## src/rtl/board_sync_pkg.sv

```systemverilog
// board_sync_pkg: state codes and default widths shared by the board synchroniser controller
package board_sync_pkg;
    typedef enum logic [2:0] {
        ST_IDLE    = 3'd0,
        ST_CONFIG  = 3'd1,
        ST_ARM     = 3'd2,
        ST_MEASURE = 3'd3,
        ST_LOCKED  = 3'd4,
        ST_FAULT   = 3'd5
    } state_e;
    localparam int DEF_CNT_WIDTH    = 2;
    localparam int DEF_OFS_WIDTH    = 8;
    localparam int DEF_LOCK_PERIODS = 4;
    localparam int DEF_TMO_WIDTH    = 16;
endpackage

```

## src/rtl/sync_offset_meter.sv

```systemverilog
// sync_offset_meter: measures cycles from a sync_int rise to the next sync_ext rise
module sync_offset_meter #(
    parameter int OFS_WIDTH = 8
) (
    input  logic                 clk,
    input  logic                 rst_n,
    input  logic                 en,
    input  logic                 sync_int,
    input  logic                 sync_ext,
    output logic                 int_rise,
    output logic                 valid,
    output logic                 miss,
    output logic [OFS_WIDTH-1:0] sample
);
    logic                 int_q, ext_q, act_q, act_d, ext_rise, sat;
    logic [OFS_WIDTH-1:0] cnt_q, cnt_d;
    // edge strobes and the running count; a simultaneous int/ext rise yields a zero sample
    always_comb begin
        int_rise = sync_int & ~int_q;
        ext_rise = sync_ext & ~ext_q;
        sat      = &cnt_q;
        sample   = int_rise ? '0 : cnt_q;
        valid    = en & ext_rise & (int_rise | act_q);
        miss     = en & act_q & ~ext_rise & (int_rise | sat);
        act_d    = en & (int_rise ? ~ext_rise : act_q & ~ext_rise & ~sat);
        cnt_d    = ~en ? '0 : int_rise ? OFS_WIDTH'(1) : (act_q & ~sat) ? cnt_q + 1'b1 : cnt_q;
    end
    // input history for edge detection plus the counter state
    always_ff @(posedge clk or negedge rst_n) begin
        if (!rst_n) begin
            int_q <= 1'b0;
            ext_q <= 1'b0;
            act_q <= 1'b0;
            cnt_q <= '0;
        end else begin
            int_q <= sync_int;
            ext_q <= sync_ext;
            act_q <= act_d;
            cnt_q <= cnt_d;
        end
    end
endmodule

```

## src/rtl/board_sync_ctrl.sv

```systemverilog
// board_sync_ctrl: configures the n-high-in-m synchroniser and supervises loop-back lock
// Optional min/max offset tracking is enabled by defining BOARD_SYNC_CTRL_MINMAX_EN.
module board_sync_ctrl
    import board_sync_pkg::*;
#(
    parameter int CNT_WIDTH    = DEF_CNT_WIDTH,
    parameter int OFS_WIDTH    = DEF_OFS_WIDTH,
    parameter int LOCK_PERIODS = DEF_LOCK_PERIODS,
    parameter int TMO_WIDTH    = DEF_TMO_WIDTH
) (
    input  logic                 clk,
    input  logic                 rst_n,
    input  logic                 arm,
    input  logic                 disarm,
    input  logic                 trig_in,
    input  logic [CNT_WIDTH-1:0] cnt_n_cfg,
    input  logic [CNT_WIDTH-1:0] cnt_m_cfg,
    input  logic                 sync_int,
    input  logic                 sync_ext,
    output logic                 synch_en,
    output logic                 toggle_en,
    output logic [CNT_WIDTH-1:0] cnt_n,
    output logic [CNT_WIDTH-1:0] cnt_m,
    output logic [OFS_WIDTH-1:0] offset,
    output logic                 locked,
    output logic                 lock_lost,
    output logic                 fault,
    output logic [2:0]           state
`ifdef BOARD_SYNC_CTRL_MINMAX_EN
    ,
    output logic [OFS_WIDTH-1:0] ofs_min,
    output logic [OFS_WIDTH-1:0] ofs_max
`endif
);
    localparam logic [3:0] MATCH_LAST = 4'(LOCK_PERIODS - 1);
    state_e                 state_q, state_d;
    logic                   synch_en_q, synch_en_d, toggle_en_q, toggle_en_d;
    logic                   locked_q, locked_d, lock_lost_q, lock_lost_d, fault_q, fault_d;
    logic [CNT_WIDTH-1:0]   cnt_n_q, cnt_n_d, cnt_m_q, cnt_m_d;
    logic [OFS_WIDTH-1:0]   offset_q, offset_d, prev_q, prev_d, sample;
    logic [3:0]             match_q, match_d;
    logic [TMO_WIDTH-1:0]   tmo_q, tmo_d;
    logic                   int_rise, valid, miss, meas, bad;
    assign meas = state_q inside {ST_ARM, ST_MEASURE, ST_LOCKED};
    sync_offset_meter #(.OFS_WIDTH(OFS_WIDTH)) u_meter (
        .clk      (clk),
        .rst_n    (rst_n),
        .en       (meas),
        .sync_int (sync_int),
        .sync_ext (sync_ext),
        .int_rise (int_rise),
        .valid    (valid),
        .miss     (miss),
        .sample   (sample)
    );
    // next-state, match/timeout bookkeeping and registered outputs derived from the next state
    always_comb begin
        bad         = meas & (miss | (valid & (sample != prev_q)));
        match_d     = (~meas | bad) ? '0 : (valid & (match_q != MATCH_LAST)) ? match_q + 4'd1 : match_q;
        prev_d      = (meas & valid) ? sample : prev_q;
        offset_d    = (meas & valid) ? sample : offset_q;
        tmo_d       = (state_q inside {ST_ARM, ST_MEASURE}) ? ((&tmo_q) ? tmo_q : tmo_q + 1'b1) : '0;
        cnt_n_d     = (state_q == ST_CONFIG) ? cnt_n_cfg : cnt_n_q;
        cnt_m_d     = (state_q == ST_CONFIG) ? cnt_m_cfg : cnt_m_q;
        state_d     = state_q;
        case (state_q)
            ST_IDLE:    state_d = arm ? ST_CONFIG : ST_IDLE;
            ST_CONFIG:  state_d = (cnt_n_cfg >= cnt_m_cfg) ? ST_FAULT : ST_ARM;
            ST_ARM:     state_d = int_rise ? ST_MEASURE : ST_ARM;
            ST_MEASURE: state_d = (valid & (match_d == MATCH_LAST)) ? ST_LOCKED : (&tmo_q) ? ST_FAULT : ST_MEASURE;
            ST_LOCKED:  state_d = bad ? ST_MEASURE : ST_LOCKED;
            default:    state_d = state_q;
        endcase
        if (disarm) state_d = ST_IDLE;
        synch_en_d  = state_d inside {ST_ARM, ST_MEASURE, ST_LOCKED};
        locked_d    = state_d == ST_LOCKED;
        fault_d     = state_d == ST_FAULT;
        lock_lost_d = (state_q == ST_LOCKED) & (state_d == ST_MEASURE);
        toggle_en_d = trig_in & (state_q != ST_IDLE);
    end
    // controller state register
    always_ff @(posedge clk or negedge rst_n) begin
        if (!rst_n) begin
            state_q     <= ST_IDLE;
            synch_en_q  <= 1'b0;
            toggle_en_q <= 1'b0;
            locked_q    <= 1'b0;
            lock_lost_q <= 1'b0;
            fault_q     <= 1'b0;
            cnt_n_q     <= '0;
            cnt_m_q     <= '0;
            offset_q    <= '0;
            prev_q      <= '0;
            match_q     <= '0;
            tmo_q       <= '0;
        end else begin
            state_q     <= state_d;
            synch_en_q  <= synch_en_d;
            toggle_en_q <= toggle_en_d;
            locked_q    <= locked_d;
            lock_lost_q <= lock_lost_d;
            fault_q     <= fault_d;
            cnt_n_q     <= cnt_n_d;
            cnt_m_q     <= cnt_m_d;
            offset_q    <= offset_d;
            prev_q      <= prev_d;
            match_q     <= match_d;
            tmo_q       <= tmo_d;
        end
    end
    assign state     = state_q;
    assign synch_en  = synch_en_q;
    assign toggle_en = toggle_en_q;
    assign locked    = locked_q;
    assign lock_lost = lock_lost_q;
    assign fault     = fault_q;
    assign cnt_n     = cnt_n_q;
    assign cnt_m     = cnt_m_q;
    assign offset    = offset_q;
`ifdef BOARD_SYNC_CTRL_MINMAX_EN
    logic [OFS_WIDTH-1:0] min_q, min_d, max_q, max_d, min_b, max_b;
    // extremes restart when measurement begins, then track every valid sample
    always_comb begin
        min_b = (state_q == ST_ARM && int_rise) ? '1 : min_q;
        max_b = (state_q == ST_ARM && int_rise) ? '0 : max_q;
        min_d = (meas & valid & (sample < min_b)) ? sample : min_b;
        max_d = (meas & valid & (sample > max_b)) ? sample : max_b;
    end
    // min/max readback registers
    always_ff @(posedge clk or negedge rst_n) begin
        if (!rst_n) begin
            min_q <= '0;
            max_q <= '0;
        end else begin
            min_q <= min_d;
            max_q <= max_d;
        end
    end
    assign ofs_min = min_q;
    assign ofs_max = max_q;
`endif
endmodule
```

## config.mk

```make
export PLATFORM = sky130hd
export DESIGN_NAME = board_sync_ctrl
export DESIGN_NICKNAME = d
export VERILOG_FILES = /design/src/rtl/board_sync_pkg.sv /design/src/rtl/sync_offset_meter.sv /design/src/rtl/board_sync_ctrl.sv
export SDC_FILE = /design/constraint.sdc
export NUM_CORES = 1
export LEC_CHECK = 0
export ABC_AREA = 1
export CAP_MARGIN = 20
export CORE_MARGIN = 2
export CORE_UTILIZATION = 30
export CTS_BUF_LIST = sky130_fd_sc_hd__clkbuf_2
export DETAILED_ROUTE_END_ITERATION = 6
export PLACE_DENSITY = 0.59
export SLEW_MARGIN = 20
export SYNTH_ARGS = -nofsm -noshare
export SYNTH_HDL_FRONTEND = slang
export SYNTH_SLANG_ARGS = --single-unit
```

## constraint.sdc

```tcl
create_clock -name clk -period 4.4 [get_ports clk]
set_input_delay 0.88 -clock clk [delete_from_list [all_inputs] [get_ports clk]]
set_output_delay 0.88 -clock clk [all_outputs]
set_load 0.01 [all_outputs]
```

# Word-level counts from Yosys, hierarchy flattened
# Cells that the tools add are included.
# word_totals
elab_cells	83
n_memories	0
rom_bits	0
ram_bits	0
inputBits	11
latchBits	0
reg_bits	51
# classes
shifts	0
eq_ne	13
magnitude_cmp	1
n_bitwise	27
div_mod_pow	0
n_mux	17
n_addsub	3
reduce_logical	7
mul	0
# op_table
op	count
16-bit two-way mux	2
8-bit two-way mux	4
1-bit AND	18
16-bit by 1-bit adder with 16-bit output (second input constant)	1
16-bit AND reduction	1
3-bit two-way mux	5
3-bit case mux with 5 select lines	1
3-bit by 2-bit equality test with 1-bit output (second input constant)	4
3-bit equality test (second input constant)	3
3-bit nonzero test	3
8-bit by 1-bit adder with 8-bit output (second input constant)	1
4-bit two-way mux	2
8-bit != test	1
8-bit AND reduction	1
1-bit NOT	5
4-bit by 1-bit adder with 4-bit output (second input constant)	1
4-bit by 2-bit equality test with 1-bit output (second input constant)	1
4-bit by 2-bit != test with 1-bit output (second input constant)	1
1-bit OR	4
3-bit by 1-bit equality test with 1-bit output (second input constant)	1
3-bit zero test	1
1-bit two-way mux	3
3-bit by 2-bit != test with 1-bit output (second input constant)	1
2-bit >= comparator	1
other kinds (2)	2

# Longest topological paths before layout
# Gate-level depths: netlist (run 1).
# depth
depth_word	16
depth_mapped	20

# By module
# A second synthesis (run 1) with hierarchy kept.
# hier_totals
hier_cells	380
hier_area_um2	3006.6
# modules_own_cells
module	area_per_inst_um2	cells_per_inst	instances	seq_area_each_um2
board_sync_ctrl	2296.0	276	1	1001.0
sync_offset_meter	710.7	104	1	275.3

# Worst setup path before layout (run 1)
# No wires, ideal clock.
# synth_timing
path_kind	input to register
start	in sync_int
end	reg synch_en_q (netlist: synch_en)
setup_slack_ns	2.016
cell_stages	16
required_ns	4.283
t_arrival_ns	2.267
setup_ns	0.117
path_cell_list	nand2_1 buf_4 a21oi_2 nand2_4 a21oi_4 inv_2 nand2_1 o21ai_1 nor2_1 nand3_2 nand3_1 nand3_1 nand2_1 inv_2 nand2_1 nand2_1
# synth_between
elab_chain_cells	15
# synth_lines
element	line	source
from (decl)	board_sync_ctrl.sv:18	input logic sync_int,
1-bit AND *	sync_offset_meter.sv:19	int_rise = sync_int & ~int_q;
8-bit two-way mux or 1-bit OR (tied branches)	sync_offset_meter.sv:22, sync_offset_meter.sv:23	
8-bit != test or 1-bit AND (tied branches)	board_sync_ctrl.sv:58, sync_offset_meter.sv:23	
1-bit AND	board_sync_ctrl.sv:58	bad = meas & (miss | (valid & (sample != prev_q)));
1-bit OR	board_sync_ctrl.sv:58	
1-bit AND	board_sync_ctrl.sv:58	
1-bit OR	board_sync_ctrl.sv:59	match_d = (~meas | bad) ? '0 : (valid & (match_q != MATCH_LAST)) ? match_q + 4'd1 : match_q;
4-bit two-way mux	board_sync_ctrl.sv:59	
4-bit by 2-bit equality test with 1-bit output	board_sync_ctrl.sv:70	ST_MEASURE: state_d = (valid & (match_d == MATCH_LAST)) ? ST_LOCKED : (&tmo_q) ? ST_FAULT : ST_MEASURE;
1-bit AND	board_sync_ctrl.sv:70	
3-bit two-way mux	board_sync_ctrl.sv:70	
3-bit case mux with 5 select lines *	board_sync_ctrl.sv:66	case (state_q)
3-bit two-way mux *	board_sync_ctrl.sv:74	if (disarm) state_d = ST_IDLE;
via state_d[1]	board_sync_ctrl.sv:36	state_e state_q, state_d;
3-bit by 2-bit equality test with 1-bit output or 3-bit equality test (tied branches)	board_sync_ctrl.sv:75	synch_en_d = state_d inside {ST_ARM, ST_MEASURE, ST_LOCKED};
3-bit nonzero test *	board_sync_ctrl.sv:75	
via synch_en_d	board_sync_ctrl.sv:37	logic synch_en_q, synch_en_d, toggle_en_q, toggle_en_d;
to (signal assigned)	board_sync_ctrl.sv:98	synch_en_q <= synch_en_d;
to (decl)	board_sync_ctrl.sv:37	
# The timed path passes the listed nets; every way through them passes the cells marked *.
# A chain may end at the register's enable or synchronous reset.

# Final worst setup path (run 1)
# layout_timing
start	in sync_int
end	reg fault_q (netlist: fault)
# layout_between
elab_chain_cells	14
# layout_lines
element	line	source
1-bit AND *	sync_offset_meter.sv:19	
8-bit two-way mux or 1-bit OR (tied branches)	sync_offset_meter.sv:22, sync_offset_meter.sv:23	
8-bit != test or 1-bit AND (tied branches)	board_sync_ctrl.sv:58, sync_offset_meter.sv:23	
1-bit AND	board_sync_ctrl.sv:58	
1-bit OR	board_sync_ctrl.sv:58	
1-bit AND	board_sync_ctrl.sv:58	
1-bit OR	board_sync_ctrl.sv:59	
4-bit two-way mux	board_sync_ctrl.sv:59	
4-bit by 2-bit equality test with 1-bit output	board_sync_ctrl.sv:70	
1-bit AND	board_sync_ctrl.sv:70	
3-bit two-way mux	board_sync_ctrl.sv:70	
3-bit case mux with 5 select lines *	board_sync_ctrl.sv:66	
3-bit two-way mux *	board_sync_ctrl.sv:74	
3-bit equality test *	board_sync_ctrl.sv:77	fault_d = state_d == ST_FAULT;
via fault_d	board_sync_ctrl.sv:38	logic locked_q, locked_d, lock_lost_q, lock_lost_d, fault_q, fault_d;
to (signal assigned)	board_sync_ctrl.sv:102	fault_q <= fault_d;
to (decl)	board_sync_ctrl.sv:38	
# Marked as above.

==> out/results.txt, run 1 <==
Final #Nets - 405
Multi-input gate area - 0.001216 mm²
Slowest stage delay, CP - 0.47 ns
Register area - 0.001276 mm²
First-pass GRT wire length - 9942 µm
Chip width - 99.86 µm
VDD IR-drop max - 0.1270 mV
Initial Util - 31.30%
Cell mode on critical path - nand2_1
Worst path cell trace - clkdlybuf4s50_1 > nand2_1 > a21oi_2 > nand2_4 > a21oi_4 > inv_2 > nand2_1 > nand3_1 > nor2_1 > nand3_2 > nand2_1 > nand2_2 > nand2_1 > nand2_1 > nor3_2
CTS H-tree lvls - 2
Fill cells - 904
Pins Over Slew Limit - 0
Die ar. - 0.009971 mm²
Max Cap Viol - 0
Worst slew margin - 56.92%
IO buf count - 30
Largest net degree at the start of global routing - 52
Setup violators final - 0
1st-pass router iterations - 4
Total track usage - 12.08%
Setup TNS - 0 ns
Post-CTS setup buffers - 0
CTS Hold Bufs - 0
Vias in the first global route - 2233
Syn_area_per_cell - 7.743 µm²
Gpl congestion - 0.8033
Post-synthesis sequential area ratio - 46.30%
Yosys warnings - 0
Max frequency - 340.9 MHz
Hold Vio Cnt, Final - 0
Core box area - 0.008806 mm²
Clk_lat worst skew - 0.42 ns
Leak pwr - 1.470 nW
Final Skew - 0.02135 ns
CP Launch Type - input pin
CTS tree - built
Initial antenna violation count - 0
Synth Instances - 356
Commonest non-fill, non-tap cell in the layout - nand2_1
Design Area, Final - 0.003203 mm²
Status - complete, no violations
Util after Layout - 36.37%
Tmin final - 2.934 ns
Clock slew seen by the registers of the worst setup and hold paths - 0.25 ns
Post-route ant nets - 0
Crit share post-route - 66.67%
CTS Buf Count - 5
Mapped cell area - 0.002756 mm²
Detailed-route DRC error count - 0
Most frequent cells in the layout - 92 x nand2_1, 58 x inv_1, 51 x dfrtp_1
Worst EP arrival - 3.31 ns
Distinct cells, synth - 37
Total I/O pin count - 31
Layout cells sized above 1 - 7.455%
Placement row count - 34
Worst setup path class - in -> reg
DRT iter0 DRCs - 92
Vias/cell - 4.626
RSZ-0062 raised after global routing - no
Slowest cell on the critical path - clkdlybuf4s50_1
Clock Root Buffer - clkbuf_2
Min-Delay Path Class - reg -> reg
Required time of the critical path - 4.77 ns
CTS Sinks - 51
Power Total - 1.245 mW
Worst slew pin tran - 0.6462 ns
CP Capture Type - register
Placed cell areas - 0.003169 mm²
Total Wirelength - 5605 µm
PwrDens - 388.8 mW/mm²
Via count - 2299
Remaining global-route overflow - 0
Post-DR wirelength/cell - 11.28 µm
CTS resizes - 0
Die extent in y - 99.86 µm
Crit-path max FO - 20
Max Buffers Root-to-Sink - 2
Area Growth Syn to Fin - 16.21%
Syn_nets - 372
ANT cells - 0
Yosys reg bits - 51
Hpwl dp - 4177 µm
-- registers in the layout, summed over array words and instances, names as in the netlist, 2 cells and up --
signal         cells
tmo_q             16
prev_q             8
u_meter.cnt_q      8
match_q            4
state              3
cnt_m              2
cnt_n              2
-- path summary, 6_finish.rpt --
path | from | to | slack [ns] | depth (start not counted)
max | sync_int | fault | 1.47 | 15
min | tmo_q[7] | tmo_q[7] | 0.50 | 1
max reg2reg | state[2] | fault | 1.93 | 15
min reg2reg | tmo_q[7] | tmo_q[7] | 0.50 | 1
max in group asynchronous | rst_n | tmo_q[1] | 3.43 | 2
min in group asynchronous | rst_n | prev_q[2] | 0.51 | 2
-- per-stage QoR --
stage               worst slack (ns)  hold WS [ns]  cells
floorplan                      2.016        0.4557    356
global placement               1.088        0.4589    490
detailed placement             1.009        0.4579    490
CTS                            1.489        0.5066    497
global route                   1.213        0.5277    497
finish                         1.466        0.4999    497
-- report_power, final --
group | switching [mW] | internal (mW)
sequential | 0.0490 | 0.525
clock | 0.145 | 0.0337
combinational | 0.292 | 0.200
-- cell usage after synthesis --
cell type	n	share of area, %
nand2_1	92	13
inv_1	58	7.9
dfrtp_1	51	46
nor2_1	31	4.2
nand3_1	22	4.0
a21oi_1	20	3.6
o21ai_0	18	3.3
nor3_1	9	1.6
ha_1	5	2.3
nand4_1	5	1.1
inv_2	4	0.54
nor2_2	3	0.68
o21ai_1	3	0.54
xor2_1	3	0.95
a21oi_4	2	1.2
buf_2	2	0.36
clkbuf_1	2	0.27
nand2_2	2	0.45
nand3_2	2	0.73
nor4_1	2	0.45
o211a_1	2	0.73
o221a_2	2	0.82
xnor2_1	2	0.64
a211oi_1	1	0.27
a21oi_2	1	0.32
a32o_1	1	0.36
and3_1	1	0.23
buf_4	1	0.27
inv_4	1	0.23
nand2_4	1	0.41
nand2_8	1	0.73
nand3b_1	1	0.27
nor2_4	1	0.41
nor3_2	1	0.36
o2111a_1	1	0.41
o21a_1	1	0.27
o22ai_1	1	0.23
-- layer usage --
layer  routed length (µm)  part of all wire (%)  track usage [%]
met1                 2786                    50            16.17
met2                 2602                    46            19.96
met5                    0                     0                0
met4                   45                  0.80            3.477
met3                  170                   3.0            2.368
-- layout make-up --
type | count | area share, %
clock buffer | 5 | 0.7813
clock inverter | 2 | 0.2734
inverter | 63 | 7.461
multi-input combinational | 237 | 37.97
sequential | 51 | 39.84
tap | 108 | 4.219
timing repair buffer | 31 | 9.453
-- worst max-delay path, delay by kind of cell --
family | cells | cell delay [ns]
buf+inv | 2 | 0.53
simple gates | 11 | 1.36
compound gates | 2 | 0.50
-- kinds of logic (layout without fill, tap and decap cells) --
kind of cell	after synthesis	count (layout)	share of synthesized area, %
buf+inv	68	101	9.578
flops	51	51	46.30
compound gates	53	53	12.03
simple gates	174	174	28.23
xor+xnor	5	5	1.589
fa+ha+maj	5	5	2.270
No activity file was read; power rests on OpenSTA's default activity.
==> run 2: changes to the inputs <==
==> constraint.sdc (replaced) <==
create_clock -name clk -period 2.85 [get_ports clk]
set_input_delay 0.57 -clock clk [delete_from_list [all_inputs] [get_ports clk]]
set_output_delay 0.57 -clock clk [all_outputs]
set_load 0.01 [all_outputs]
==> out/results.txt, run 2 (synthesized netlist as in run 1, its figures left out) <==
Status - complete, no violations
Gpl congestion - 0.8383
DRT iter0 DRCs - 114
Dpl ws - 0.1241 ns
Detailed-route DRC error count - 0
CTS Hold Bufs - 0
Placement row count - 34
Die extent in y - 99.86 µm
CTS Buf Count - 5
Required time of the critical path - 3.21 ns
Util after Layout - 36.90%
Setup violators final - 0
Total track usage - 12.56%
CTS resizes - 0
Vias in the first global route - 2360
Largest registers - tmo_q: 16 flops, prev_q: 8 flops, u_meter.cnt_q: 8 flops
Max frequency - 417.6 MHz
Clock Root Buffer - clkbuf_2
Largest reg by FF count - tmo_q
Core box area - 0.008806 mm²
Worst EP arrival - 2.75 ns
Hold Vio Cnt, Final - 0
PwrDens - 604.1 mW/mm²
Max Cap Viol - 0
Design Area, Final - 0.003249 mm²
Setup TNS - 0 ns
CP Launch Point - state[2]
Via count - 2314
Post-CTS setup buffers - 0
Worst slew pin tran - 0.6058 ns
VDD IR-drop max - 0.1903 mV
Worst slew margin - 59.61%
Multi-input gate area - 0.001216 mm²
Crit share post-route - 84.02%
CP Launch Type - register
ANT cells - 0
Final #Nets - 409
Fill cells - 886
Post-route setup slack - 0.4555 ns
Pins Over Slew Limit - 0
Crit-path max FO - 18
Commonest non-fill, non-tap cell in the layout - nand2_1
RSZ-0062 raised after global routing - no
Total Wirelength - 5841 µm
Area Growth Syn to Fin - 17.88%
Layout cells sized above 1 - 8.376%
Vias/cell - 4.610
Hpwl dp - 4393 µm
Total I/O pin count - 31
Tmin final - 2.394 ns
Initial antenna violation count - 0
CTS tree - built
Initial Util - 31.30%
Remaining global-route overflow - 0
Placed cell areas - 0.003212 mm²
IO buf count - 30
Register area - 0.001276 mm²
Leak pwr - 1.496 nW
Power Total - 1.963 mW
Clk_lat worst skew - 0.44 ns
Largest net degree at the start of global routing - 27
Worst setup path class - reg -> reg
Clock slew seen by the registers of the worst setup and hold paths - 0.27 ns
Die ar. - 0.009971 mm²
CTS Sinks - 51
1st-pass router iterations - 4
Reg2Reg Launch Point - state[2]
CP Capture Type - register
Min-Delay Path Class - in -> async
CTS H-tree lvls - 2
Most frequent cells in the layout - 92 x nand2_1, 58 x inv_1, 51 x dfrtp_1
Largest register FFs - 16
Chip width - 99.86 µm
Final Skew - 0.02063 ns
Post-route ant nets - 0
First-pass GRT wire length - 10410 µm
Post-DR wirelength/cell - 11.64 µm
Max Buffers Root-to-Sink - 2
==> run 2: area by class of cell <==
class,count,share of cell area [%]
Clock inverter,2,0.2310
Timing Repair Buffer,35,10.63
Clock buffer,6,0.9241
Multi-Input combinational cell,237,37.43
Sequential cell,51,39.28
Tap cell,108,4.159
Inverter,63,7.355
==> run 2: final timing paths <==
path / endpoint / slack (ns) / depth (start not counted)
min in group clk: tmo_q[7] / 0.50 / 1
worst max register to register: synch_en / 0.46 / 16
worst min register to register: tmo_q[7] / 0.50 / 1
worst max-delay path: synch_en / 0.46 / 16
worst min-delay path: u_meter.ext_q / 0.08 / 1
max in group asynchronous: tmo_q[4] / 2.13 / 2
==> run 2: per-stage QoR <==
| stage | hold WS, ns | std cells |
|---|---|---|
| global route | 0.09188 | 502 |
| floorplan | 0.2744 | 356 |
| finish | 0.08496 | 502 |
| detailed placement | 0.4741 | 494 |
| CTS | 0.09337 | 502 |
| global placement | 0.4585 | 494 |
==> run 2: critical path, stage by stage, from the launching register on <==
cell and delay (ns):
dfrtp_1 0.63, nor2_4 0.15, inv_4 0.15, nand2_8 0.08, nand2_4 0.09, buf_4 0.21
inv_2 0.05, nand2_1 0.10, nand3_1 0.14, nor2_2 0.15, nand3_2 0.11, nand3_1 0.09
nand3_1 0.13, nand2_1 0.11, inv_2 0.04, nand2_1 0.05, nand2_1 0.05
==> run 2: report_power, final <==
part / leakage (nW) / internal [mW] / switching [mW]
sequential: 0.696 / 0.811 / 0.0770
combinational: 0.771 / 0.323 / 0.460
clock: 0.0281 / 0.0590 / 0.232
total: 1.50 / 1.19 / 0.769
==> run 2: layer usage <==
| layer | part of all wire, % | global-route usage (%) | vias up |
|---|---|---|---|
| met2 | 47 | 21.26 | 43 |
| met3 | 3.9 | 1.950 | 6 |
| li1 | - | - | 1208 |
| met1 | 48 | 16.74 | 1057 |
| met4 | 1.3 | 3.583 | 0 |
| met5 | 0 | 0 | - |
==> run 3: changes to the inputs <==
--- a/config.mk
+++ b/config.mk
@@ -11,7 +11,7 @@
 export CORE_UTILIZATION = 30
 export CTS_BUF_LIST = sky130_fd_sc_hd__clkbuf_2
 export DETAILED_ROUTE_END_ITERATION = 6
-export PLACE_DENSITY = 0.59
+export PLACE_DENSITY = 0.61
 export SLEW_MARGIN = 20
 export SYNTH_ARGS = -nofsm -noshare
 export SYNTH_HDL_FRONTEND = slang
==> constraint.sdc (replaced) <==
create_clock -name clk -period 2.03 [get_ports clk]
set_input_delay 0.406 -clock clk [delete_from_list [all_inputs] [get_ports clk]]
set_output_delay 0.406 -clock clk [all_outputs]
set_load 0.01 [all_outputs]
==> out/results.txt, run 3 (synthesized netlist as in run 1, its figures left out) <==
Slowest cell on the critical path - dfrtp_1
Util after Layout - 43.19%
Initial antenna violation count - 0
CTS Sinks - 51
Power Total - 3.219 mW
Final #Nets - 449
RSZ-0062 raised after global routing - yes
Worst hold slack - 0.3868 ns
Total Wirelength - 6452 µm
Largest register FFs - 16
Final Skew - 0.02891 ns
Tmin final - 2.126 ns
Detailed-route DRC error count - 0
Via count - 2496
Pins Over Slew Limit - 0
CP Launch Point - match_q[0]
Multi-input gate area - 0.001386 mm²
Setup TNS - -0.3415 ns
Hpwl dp - 4331 µm
ANT cells - 0
CTS H-tree lvls - 2
Core box area - 0.008806 mm²
Reg2Reg Launch Point - match_q[0]
Clk_lat worst skew - 0.46 ns
PwrDens - 846.4 mW/mm²
Clock Root Buffer - clkbuf_2
Most frequent cells in the layout - 75 x nand2_1, 56 x inv_1, 50 x dfrtp_1
Crit share post-route - 104.7%
Worst EP arrival - 2.52 ns
Gpl congestion - 0.8093
Critical R2R Capture - synch_en
Placement row count - 34
Worst slew margin - 55.73%
Slowest stage delay, CP - 0.47 ns
Post-DR wirelength/cell - 11.90 µm
Worst path cell trace - ha_1 > inv_1 > nor2_1 > a21oi_4 > buf_4 > xnor2_1 > nor2_4 > nand3_4 > nand3_2 > nand3_2 > inv_1 > nand3_2 > nand2_1
CTS Buf Count - 5
Clock slew seen by the registers of the worst setup and hold paths - 0.27 ns
Reg2reg path depth - 13
Setup violators final - 4
1st-pass router iterations - 4
CP Launch Type - register
Largest reg by FF count - tmo_q
R2R setup slack - -0.1 ns
Required time of the critical path - 2.43 ns
Cell mode on critical path - nand3_2
Total I/O pin count - 31
Commonest non-fill, non-tap cell in the layout - nand2_1
VDD IR-drop max - 0.3878 mV
Chip width - 99.86 µm
Vias/cell - 4.605
CTS tree - built
Die extent in y - 99.86 µm
Post-route ant nets - 0
Design Area, Final - 0.003804 mm²
Die ar. - 0.009971 mm²
Failing checks - negative setup slack
Largest registers - tmo_q: 16 flops, prev_q: 8 flops, u_meter.cnt_q: 8 flops
Placed cell areas - 0.003420 mm²
Leak pwr - 1.779 nW
Status - complete, but fails checks
Min-Delay Path Class - in -> reg
Fill cells - 841
Max frequency - 470.3 MHz
Hold Vio Cnt, Final - 0
IO buf count - 30
Vias in the first global route - 2368
CP Capture Type - register
Total track usage - 12.99%
Register area - 0.001277 mm²
Max Cap Viol - 0
Area Growth Syn to Fin - 37.99%
Worst setup path class - reg -> reg
Layout cells sized above 1 - 26.50%
Worst slew pin tran - 0.6590 ns
Largest net degree at the start of global routing - 52
Crit-path max FO - 4
DRT iter0 DRCs - 119
Initial Util - 31.30%
CP endpoint - synch_en
First-pass GRT wire length - 10520 µm
Max Buffers Root-to-Sink - 2
Post-route setup slack - -0.09620 ns
Remaining global-route overflow - 0
[run 3: final cells by class]
cell class / instances / share of cell area [%]
multi-input cells: 237 / 36.45
flip-flops and latches: 51 / 33.59
repair buffers: 75 / 18.45
inverters: 63 / 6.283
well taps: 108 / 3.553
clock inverters: 3 / 1.020
clock buffers: 5 / 0.6579
[run 3: worst min path at each step]
stage	start	cells past startpoint	end	slack, ns
after global routing	sync_ext	1	u_meter.ext_q	0.35
after CTS	sync_ext	1	u_meter.ext_q	0.36
after detailed placement	rst_n	2	u_meter.int_q	0.42
after global placement	rst_n	2	prev_q[4]	0.42
final	sync_ext	1	u_meter.ext_q	0.39
after floorplan	rst_n	0	cnt_m[0]	0.11
[run 3: power by group]
part	leakage, nW	switching, mW	total, mW	internal (mW)
combinational	1.04	0.774	1.45	0.680
sequential	0.695	0.0796	1.22	1.14
clock	0.0404	0.342	0.545	0.202
total	1.78	1.20	3.22	2.02
[run 3: what timing repair did]
action,4_1_cts,5_1_grt
gates cloned,2,0
buffers inserted,5,6
hold buffers,1,0
resized for setup,18,37
endpoints found under the setup margin,5,22
endpoints found under the hold margin,51,0
pin swaps,4,13
[run 3: critical path, delay by kind of cell (launching register included)]
| family | cells | cell delay [ns] |
|---|---|---|
| AND/OR/NAND/NOR | 7 | 0.73 |
| adder cells (fa/ha/maj) | 1 | 0.21 |
| flip-flops | 1 | 0.47 |
| buffers and inverters | 3 | 0.27 |
| XOR/XNOR | 1 | 0.27 |
| AO/OA/AOI/OAI | 1 | 0.11 |
[run 3: metal layers]
metal / GRT usage (%) / part of all wire, % / up-vias
met5: 0 / 0 / -
met4: 4.426 / 1.6 / 0
met3: 2.159 / 4.5 / 8
met2: 21.88 / 49 / 49
met1: 17.02 / 45 / 1150
li1: - / - / 1289
[run 3: metrics by stage]
stage | cells | setup WS (ns)
6_report | 542 | -0.09620
5_1_grt | 542 | -0.2519
4_1_cts | 536 | -0.04061
3_5_place_dp | 520 | -0.5768
3_3_place_gp | 520 | -0.4851
2_1_floorplan | 356 | 0.04314
